<file path="src/rtl/div_sched_pkg.sv">
// Shared types and constants for the divider request scheduler.
package div_sched_pkg;

  localparam int DATA_WIDTH_DEFAULT = 32;

  typedef enum logic [1:0] {
    ST_IDLE,
    ST_ISSUE,
    ST_WAIT,
    ST_RESP
  } state_t;

  localparam logic [DATA_WIDTH_DEFAULT-1:0] DBZ_QUOTIENT = '1;

endpackage

</file>
<file path="src/rtl/div_req_fifo.sv">
// Request queue for div_scheduler; pointers carry one extra wrap bit to tell full from empty.
module div_req_fifo
  import div_sched_pkg::*;
#(
  parameter int WIDTH = 2 * DATA_WIDTH_DEFAULT,
  parameter int DEPTH = 4
) (
  input  logic             clk,
  input  logic             rst,
  input  logic             push,
  input  logic [WIDTH-1:0] push_data,
  input  logic             pop,
  output logic [WIDTH-1:0] pop_data,
  output logic             full,
  output logic             empty
);

  localparam int AW = $clog2(DEPTH);

  logic [AW:0]      r_wr_ptr;
  logic [AW:0]      r_rd_ptr;
  logic [WIDTH-1:0] r_mem [DEPTH];
  logic             w_do_push;
  logic             w_do_pop;

  assign empty     = (r_wr_ptr == r_rd_ptr);
  assign full      = (r_wr_ptr[AW] != r_rd_ptr[AW]) &&
                     (r_wr_ptr[AW-1:0] == r_rd_ptr[AW-1:0]);
  assign w_do_push = push && !full;
  assign w_do_pop  = pop && !empty;
  assign pop_data  = r_mem[r_rd_ptr[AW-1:0]];

  always_ff @(posedge clk or posedge rst) begin
    if (rst) begin
      r_wr_ptr <= '0;
      r_rd_ptr <= '0;
    end else begin
      if (w_do_push) r_wr_ptr <= r_wr_ptr + 1'b1;
      if (w_do_pop)  r_rd_ptr <= r_rd_ptr + 1'b1;
    end
  end

  always_ff @(posedge clk) begin
    if (w_do_push) r_mem[r_wr_ptr[AW-1:0]] <= push_data;
  end

endmodule

</file>
<file path="src/rtl/div_scheduler.sv">
// Queues divide requests and feeds them one at a time to an external divider.
// Build option DIV_SCHED_DBZ_BYPASS_EN answers zero-divisor requests locally with rsp_dbz set.
//
// state    | meaning
// ST_IDLE  | waiting for a queued request; pops head into operand registers
// ST_ISSUE | div_start high for one cycle
// ST_WAIT  | operands held, waiting for div_done
// ST_RESP  | response held until rsp_ready
module div_scheduler
  import div_sched_pkg::*;
#(
  parameter int DATA_WIDTH = DATA_WIDTH_DEFAULT,
  parameter int FIFO_DEPTH = 4
) (
  input  logic                  clk,
  input  logic                  rst,
  input  logic                  req_valid,
  output logic                  req_ready,
  input  logic [DATA_WIDTH-1:0] req_dividend,
  input  logic [DATA_WIDTH-1:0] req_divisor,
  output logic                  div_start,
  output logic [DATA_WIDTH-1:0] div_dividend,
  output logic [DATA_WIDTH-1:0] div_divisor,
  input  logic                  div_done,
  input  logic [DATA_WIDTH-1:0] div_quotient,
  input  logic [DATA_WIDTH-1:0] div_remainder,
  output logic                  rsp_valid,
  input  logic                  rsp_ready,
  output logic [DATA_WIDTH-1:0] rsp_quotient,
  output logic [DATA_WIDTH-1:0] rsp_remainder,
  output logic                  rsp_dbz,
  output logic                  busy
);

`ifdef DIV_SCHED_DBZ_BYPASS_EN
  localparam bit DBZ_BYPASS = 1'b1;
`else
  localparam bit DBZ_BYPASS = 1'b0;
`endif

  // Replicated so the all-ones pattern holds for any DATA_WIDTH.
  localparam logic [DATA_WIDTH-1:0] DBZ_Q = {DATA_WIDTH{DBZ_QUOTIENT[0]}};

  state_t                  r_state;
  logic                    r_div_start;
  logic [DATA_WIDTH-1:0]   r_dividend;
  logic [DATA_WIDTH-1:0]   r_divisor;
  logic                    r_rsp_valid;
  logic [DATA_WIDTH-1:0]   r_rsp_quotient;
  logic [DATA_WIDTH-1:0]   r_rsp_remainder;
  logic                    r_rsp_dbz;

  logic                    w_full;
  logic                    w_empty;
  logic                    w_push;
  logic                    w_pop;
  logic [2*DATA_WIDTH-1:0] w_head;
  logic [DATA_WIDTH-1:0]   w_head_dividend;
  logic [DATA_WIDTH-1:0]   w_head_divisor;

  assign req_ready       = !w_full;
  assign w_push          = req_valid && req_ready;
  assign w_pop           = (r_state == ST_IDLE) && !w_empty;
  assign w_head_dividend = w_head[2*DATA_WIDTH-1:DATA_WIDTH];
  assign w_head_divisor  = w_head[DATA_WIDTH-1:0];

  div_req_fifo #(
    .WIDTH (2 * DATA_WIDTH),
    .DEPTH (FIFO_DEPTH)
  ) u_fifo (
    .clk       (clk),
    .rst       (rst),
    .push      (w_push),
    .push_data ({req_dividend, req_divisor}),
    .pop       (w_pop),
    .pop_data  (w_head),
    .full      (w_full),
    .empty     (w_empty)
  );

  always_ff @(posedge clk or posedge rst) begin
    if (rst) begin
      r_state         <= ST_IDLE;
      r_div_start     <= 1'b0;
      r_dividend      <= '0;
      r_divisor       <= '0;
      r_rsp_valid     <= 1'b0;
      r_rsp_quotient  <= '0;
      r_rsp_remainder <= '0;
      r_rsp_dbz       <= 1'b0;
    end else begin
      case (r_state)
        ST_IDLE: begin
          if (!w_empty) begin
            r_dividend <= w_head_dividend;
            r_divisor  <= w_head_divisor;
            if (DBZ_BYPASS && (w_head_divisor == '0)) begin
              r_state         <= ST_RESP;
              r_rsp_valid     <= 1'b1;
              r_rsp_quotient  <= DBZ_Q;
              r_rsp_remainder <= w_head_dividend;
              r_rsp_dbz       <= 1'b1;
            end else begin
              r_state     <= ST_ISSUE;
              r_div_start <= 1'b1;
            end
          end
        end
        ST_ISSUE: begin
          r_div_start <= 1'b0;
          r_state     <= ST_WAIT;
        end
        ST_WAIT: begin
          if (div_done) begin
            r_rsp_quotient  <= div_quotient;
            r_rsp_remainder <= div_remainder;
            r_rsp_valid     <= 1'b1;
            r_rsp_dbz       <= 1'b0;
            r_state         <= ST_RESP;
          end
        end
        ST_RESP: begin
          if (rsp_ready) begin
            r_rsp_valid <= 1'b0;
            r_rsp_dbz   <= 1'b0;
            r_state     <= ST_IDLE;
          end
        end
        default: r_state <= ST_IDLE;
      endcase
    end
  end

  assign div_start     = r_div_start;
  assign div_dividend  = r_dividend;
  assign div_divisor   = r_divisor;
  assign rsp_valid     = r_rsp_valid;
  assign rsp_quotient  = r_rsp_quotient;
  assign rsp_remainder = r_rsp_remainder;
  assign rsp_dbz       = r_rsp_dbz;
  assign busy          = (r_state != ST_IDLE) || !w_empty;

endmodule
</file>
<file path="config.mk">
export PLATFORM = sky130hd
export DESIGN_NAME = div_scheduler
export DESIGN_NICKNAME = d
export VERILOG_FILES = /design/src/rtl/div_sched_pkg.sv /design/src/rtl/div_req_fifo.sv /design/src/rtl/div_scheduler.sv
export SDC_FILE = /design/constraint.sdc
export NUM_CORES = 1
export LEC_CHECK = 0
export CAP_MARGIN = 20
export CORE_MARGIN = 4
export CORE_UTILIZATION = 47
export CTS_CLUSTER_SIZE = 12
export DETAILED_ROUTE_END_ITERATION = 8
export GPL_ROUTABILITY_DRIVEN = 0
export GPL_TIMING_DRIVEN = 0
export PLACE_DENSITY = 0.79
export SETUP_SLACK_MARGIN = 0.1
export SLEW_MARGIN = 5
export SYNTH_ARGS = -nofsm -noshare
export SYNTH_HDL_FRONTEND = slang
export SYNTH_SLANG_ARGS = --single-unit
</file>
<file path="constraint.sdc">
create_clock -name clk -period 4.4 [get_ports clk]
set_input_delay 0.88 -clock clk [delete_from_list [all_inputs] [get_ports clk]]
set_output_delay 0.88 -clock clk [all_outputs]
set_load 0.02 [all_outputs]
</file>
Word-level counts from Yosys, hierarchy flattened

Memory sizes are Yosys's and may differ from the RTL's. A register that Yosys moved wholly into a read port is not among the register bits.
Cells that the tools add are included.

Register bits: 75
RAM bits: 256
Input port bits: 133
Logic and storage cells: 51
Memories: 1

Memories:

| name         | depth | bits a word | read ports | clocked after memory_dff | write ports | RTL line           | text |
|---|---|---|---|---|---|---|---|
| u_fifo.r_mem | 4     | 64          | 1          | 1                        | 1           | div_req_fifo.sv:22 | `logic [WIDTH-1:0] r_mem [DEPTH];` |

Add/subtract/negate cells: 2
Equal/unequal tests: 9
Multiplexer cells: 13
Bitwise gates (word level): 1
Reductions and logical operators: 17

Operators by type and width:

| kind                                                                   | count |
|---|---|
| 2-bit case mux with 4 select lines                                     | 1 |
| 3-bit by 1-bit adder with 3-bit output (second input constant)         | 2 |
| 1-bit two-way mux                                                      | 6 |
| 2-bit two-way mux                                                      | 3 |
| 2-bit != test (second input constant)                                  | 3 |
| 1-bit case mux with 2 select lines                                     | 3 |
| 2-bit AND reduction                                                    | 3 |
| 3-bit AND reduction                                                    | 2 |
| 2-bit nonzero test                                                     | 3 |
| 1-bit logical AND                                                      | 5 |
| 2-bit equality test (second input constant)                            | 2 |
| 3-bit equality test                                                    | 1 |
| 2-bit by 1-bit equality test with 1-bit output (second input constant) | 1 |
| 2-bit equality test                                                    | 1 |
| 1-bit logical NOT                                                      | 2 |
| 2-bit logical NOT                                                      | 1 |
| 1-bit logical OR                                                       | 1 |
| 1-bit != test                                                          | 1 |
| 1-bit inverter                                                         | 1 |

Logic depth before layout (Yosys ltp)

Depth after elaboration: 7
Gate-level depth with buffers: 7
Depth with buffers taken out: 6

Modules after synthesis

From an unflattened synthesis, not the netlist that was laid out.

Cells, all modules: 690
Area, all modules: 15,079.5 µm²

By module, submodules not included:

| module        | instances | cells an instance | area an instance (µm²) | sequential area each (µm²) |
|---|---|---|---|---|
| div_req_fifo  | 1         | 385               | 9,718.1                | 7,837.5 |
| div_scheduler | 1         | 305               | 5,361.4                | 3,303.2 |

Worst setup path after synthesis

OpenSTA, ideal clock, no wires.

Path type: flip-flop to flip-flop
From: reg u_fifo.r_wr_ptr[0]
To: mem u_fifo.r_mem[3][0] (netlist name) (enable)
Library setup time: 0.431 ns
Arrival time: 2.654 ns
Data required time: 3.969 ns
Slack: 1.315 ns
Cell stages (with the launch flop): 5
Buffers on the path: 1
Cell sequence: dfrtp_1 -> xor2_1 -> or3_1 -> buf_2 -> and3_1

Longest elaborated chain between the ends: 7

RTL lines:

| what                                        | RTL line            | text |
|---|---|---|
| start: declaration                          | div_req_fifo.sv:20  | `logic [AW:0] r_wr_ptr;` |
| start signal: assignment                    | div_req_fifo.sv:38  | `if (w_do_push) r_wr_ptr <= r_wr_ptr + 1'b1;` |
| 2-bit equality test (*)                     | div_req_fifo.sv:28  | `(r_wr_ptr[AW-1:0] == r_rd_ptr[AW-1:0]);` |
| 1-bit logical AND (*)                       | div_req_fifo.sv:27  | `assign full = (r_wr_ptr[AW] != r_rd_ptr[AW]) &&` |
| 1-bit logical NOT (*)                       | div_scheduler.sv:61 | `assign req_ready = !w_full;` |
| via req_ready                               | div_scheduler.sv:18 | `output logic req_ready,` |
| 1-bit logical AND                           | div_scheduler.sv:62 | `assign w_push = req_valid && req_ready;` |
| 1-bit logical AND (*)                       | div_req_fifo.sv:29  | `assign w_do_push = push && !full;` |
| 1-bit two-way mux (*)                       | div_req_fifo.sv:44  | `if (w_do_push) r_mem[r_wr_ptr[AW-1:0]] <= push_data;` |
| 1-bit two-way mux (not written as such) (*) | div_req_fifo.sv:44  |  |
| end: declaration                            | div_req_fifo.sv:22  |  |

Mark *: on every way through the listed nets, which the timed path passes. The rest lies on a longest branch.

Worst setup path after layout

From: reg r_state[0]
To: out busy

Longest elaborated chain between the ends: 2

RTL lines:

| what                     | RTL line             | text |
|---|---|---|
| start: declaration       | div_scheduler.sv:44  | `state_t r_state;` |
| start signal: assignment | div_scheduler.sv:83  | `r_state <= ST_IDLE;` |
| start signal: assignment | div_scheduler.sv:98  | `r_state <= ST_RESP;` |
| start signal: assignment | div_scheduler.sv:104 | `r_state <= ST_ISSUE;` |
| 2-bit nonzero test       | div_scheduler.sv:141 | `assign busy = (r_state != ST_IDLE) \|\| !w_empty;` |
| 1-bit logical OR         | div_scheduler.sv:141 |  |
| end: declaration         | div_scheduler.sv:32  | `output logic busy` |

Every way passes these cells.

==> results.yml <==
outcome:
  status: "finished clean"
global_routing:
  grt_max_degree: 40
  overflow: 0
  grt_pass1_wl_um: 46800
  antenna_found_initial: 2
  track_usage_pct: 18.0
  grt_pass1_vias: 7870
sta:
  grt_setup_unrepaired: "no"
  min_period_over_period_pct: 77.3
  setup-tns-final_ns: 0
  worst_slew_pin_slew_ns: 0.739
  clock.fmax_mhz: 294
  min_period_ns: 3.40
  max_slew_margin_pct: 50.7
  slew_viol_final: 0
  fin_skew_ns: 0.0114
  setup_viol: 0
  hold_violations: 0
run:
  drv_cap: 0
layout:
  layout.nets: 1124
  antenna_cells: 0
  multi_input_area_um2: 3340
  fin_cells: 1410
  area_growth_pct: 31.9
  nFillCells: 2131
  seq_area_um2: 11100
  layout-drive-gt1-share_pct: 28.5
clocking:
  htreeDepth: 2
  clock_latency_ns: 0.53
  cts_max_path_buffers: 3
  tritoncts: "yes"
  cts_buffers: 42
  post_cts_resized: 0
  post-cts-setup-buffers: 0
  root_buffer: "clkbuf_16"
  hold_buffers: 0
  clk_pin_slew_ns: 0.06
  clock_sinks: 394
synthesis:
  synth.ff_latch_count: 394
  synth.most_common_cell: "edfxtp_1"
  yosysSeqAreaShare_pct: 76.0
  async_flop_share_pct: 35.0
  synth_commonest_cells: "edfxtp_1, dfrtp_1, mux2_2, mux4_2, mux2_4"
  synth_area_leader_cell: "edfxtp_1"
  synth_warnings: 0
  synth_top_area_share_pct: 52.4
  synth.area.top_cells: "edfxtp_1, dfrtp_1, mux4_2"
  synth_edf_count: 256
  yosysUniqueCellTypes: 24
  synth_cells: 665
  avgSynthCellArea_um2: 22.1
  synth_area_um2: 14700
  synth-main-ff-cell: "edfxtp_1"
  synth_nets: 808
setup_path:
  worstPathCellList: "inv_1, ha_1, inv_1, or4_4, clkdlybuf4s50_1"
  arrival_ns: 2.52
  startpoint: "r_state[0]"
  max_stage_delay_ns: 0.58
  path_buf_inv: 3
  crit_required_ns: 3.52
  cp_top_family: "buffers and inverters"
  r2r-start: "u_fifo.r_wr_ptr[0]"
  cp_common_cell: "inv_1"
  cp_slowest_cell: "clkdlybuf4s50_1"
  worstSetupPathType: "register to output pin"
  critPathLaunchType: "register"
  endpoint_kind: "output pin"
  path_max_fanout: 4
drt:
  wl_met1_um: 11800
  dr.pass1.iters: 4
  wl_per_cell_um: 21.9
  drt_iter0_markers: 247
  wl_um: 30900
  wl_met3_um: 2700
  top_layer: "met5"
  drc: 0
  wl_met2_um: 15800
  ant_nets: 0
  via_per_inst: 5.21
  vias: 7342
power:
  power.total_w: 0.0147
  p_per_area_nw_per_um2: 759
  p_leak_nw: 7.07
  ir_worst_vdd_v: 0.000471
die:
  start_util_pct: 47.8
  io_pins: 266
  num_rows: 64
  dieHeight_um: 185
  core_area_um2: 30700
  dieArea_um2: 34100
  die_w_um: 185
placement:
  place_hpwl_um: 20700
  place_inst: 1333
  port-buffer-count: 264
hold_path:
  hold_class: "register to register"
  min_from: "div_divisor[20]"
## sequential cells by signal, indices dropped and copies added, names as in the netlist
signal	flops
div_divisor	32
rsp_valid	1
r_state	2
rsp_quotient	32
u_fifo.r_mem	256
div_dividend	32
u_fifo.r_rd_ptr	3
div_start	1
rsp_remainder	32
u_fifo.r_wr_ptr	3
## worst reg2reg max path, cell delays in order (launching register included)
cell	delay (ns)
dfrtp_1	0.45
xor2_1	0.33
or3_1	0.16
buf_2	0.15
and3_4	0.61
buf_12	0.29
## cells by family (layout without fill, tap and decap cells)
group / Yosys count / count (layout) / synth area share, %
flip-flops: 394 / 394 / 76.0
multiplexers: 197 / 197 / 20.5
buffers and inverters: 38 / 387 / 1.41
AND/OR/NAND/NOR: 12 / 12 / 0.444
other: 1 / 1 / 0.0256
AO/OA/AOI/OAI: 5 / 5 / 0.384
adder cells (fa/ha/maj): 10 / 10 / 0.853
XOR/XNOR: 8 / 8 / 0.478
## cells in the final DEF, fill, tap and decap left out, types with 2 or more instances in the layout
cell,instances
clkinv_2,3
edfxtp_1,256
clkinv_1,3
xor2_1,5
and3_4,4
mux2i_1,2
buf_12,6
bufinv_16,2
buf_6,4
buf_2,9
buf_16,2
clkdlybuf4s50_1,264
buf_4,6
inv_6,3
mux4_2,64
clkbuf_16,42
mux2_2,114
nor2_1,2
o21ai_0,2
mux2_4,17
dfrtp_1,138
inv_1,8
nand2_1,4
clkbuf_1,26
clkbuf_8,7
xnor2_1,3
ha_1,10
## metrics by stage
stage	hold slack [ns]	area [um^2]	worst slack [ns]	util, %
floorplan	0.498	14700	1.32	-
CTS	0.505	19300	0.955	63.1
finish	0.503	19300	0.999	63.1
global route	0.511	19300	0.920	63.1
detailed placement	0.493	18000	1.53	58.7
global placement	0.485	17800	-0.354	58.1
## power by group
| group | internal [W] | switching, W | total (W) | leakage [nW] |
|---|---|---|---|---|
| clock | 0.00201 | 0.00134 | 0.00336 | 0.652 |
| sequential | 0.00524 | 0.000509 | 0.00575 | 3.97 |
| combinational | 0.00293 | 0.00265 | 0.00558 | 2.44 |
## path summary, 6_finish.rpt
path                                      endpoint  slack (ns)  cells past startpoint
worst min-delay path               div_divisor[20]        0.50                      1
worst min register to register     div_divisor[20]        0.50                      1
min in group asynchronous           div_divisor[8]        0.74                      2
worst max-delay path                          busy         1.0                      5
max in group asynchronous         div_dividend[10]        2.65                      5
worst max register to register  u_fifo.r_mem[2][9]        2.08                      5
## final cells by class
type | instances | share of cell area [%]
flip-flops and latches | 394 | 57.6
multi-input cells | 233 | 17.3
repair buffers | 272 | 14.6
clock buffers | 65 | 6.24
well taps | 396 | 2.56
plain buffers | 29 | 0.893
clock inverters | 12 | 0.666
inverters | 9 | 0.194
## metal layers
layer	global-route usage (%)	vias to the layer above
met5	0	-
met4	4.76	4
met3	5.19	46
met2	31.7	266
met1	21.9	3764
li1	-	3262
No activity file was read; power rests on OpenSTA's default activity.
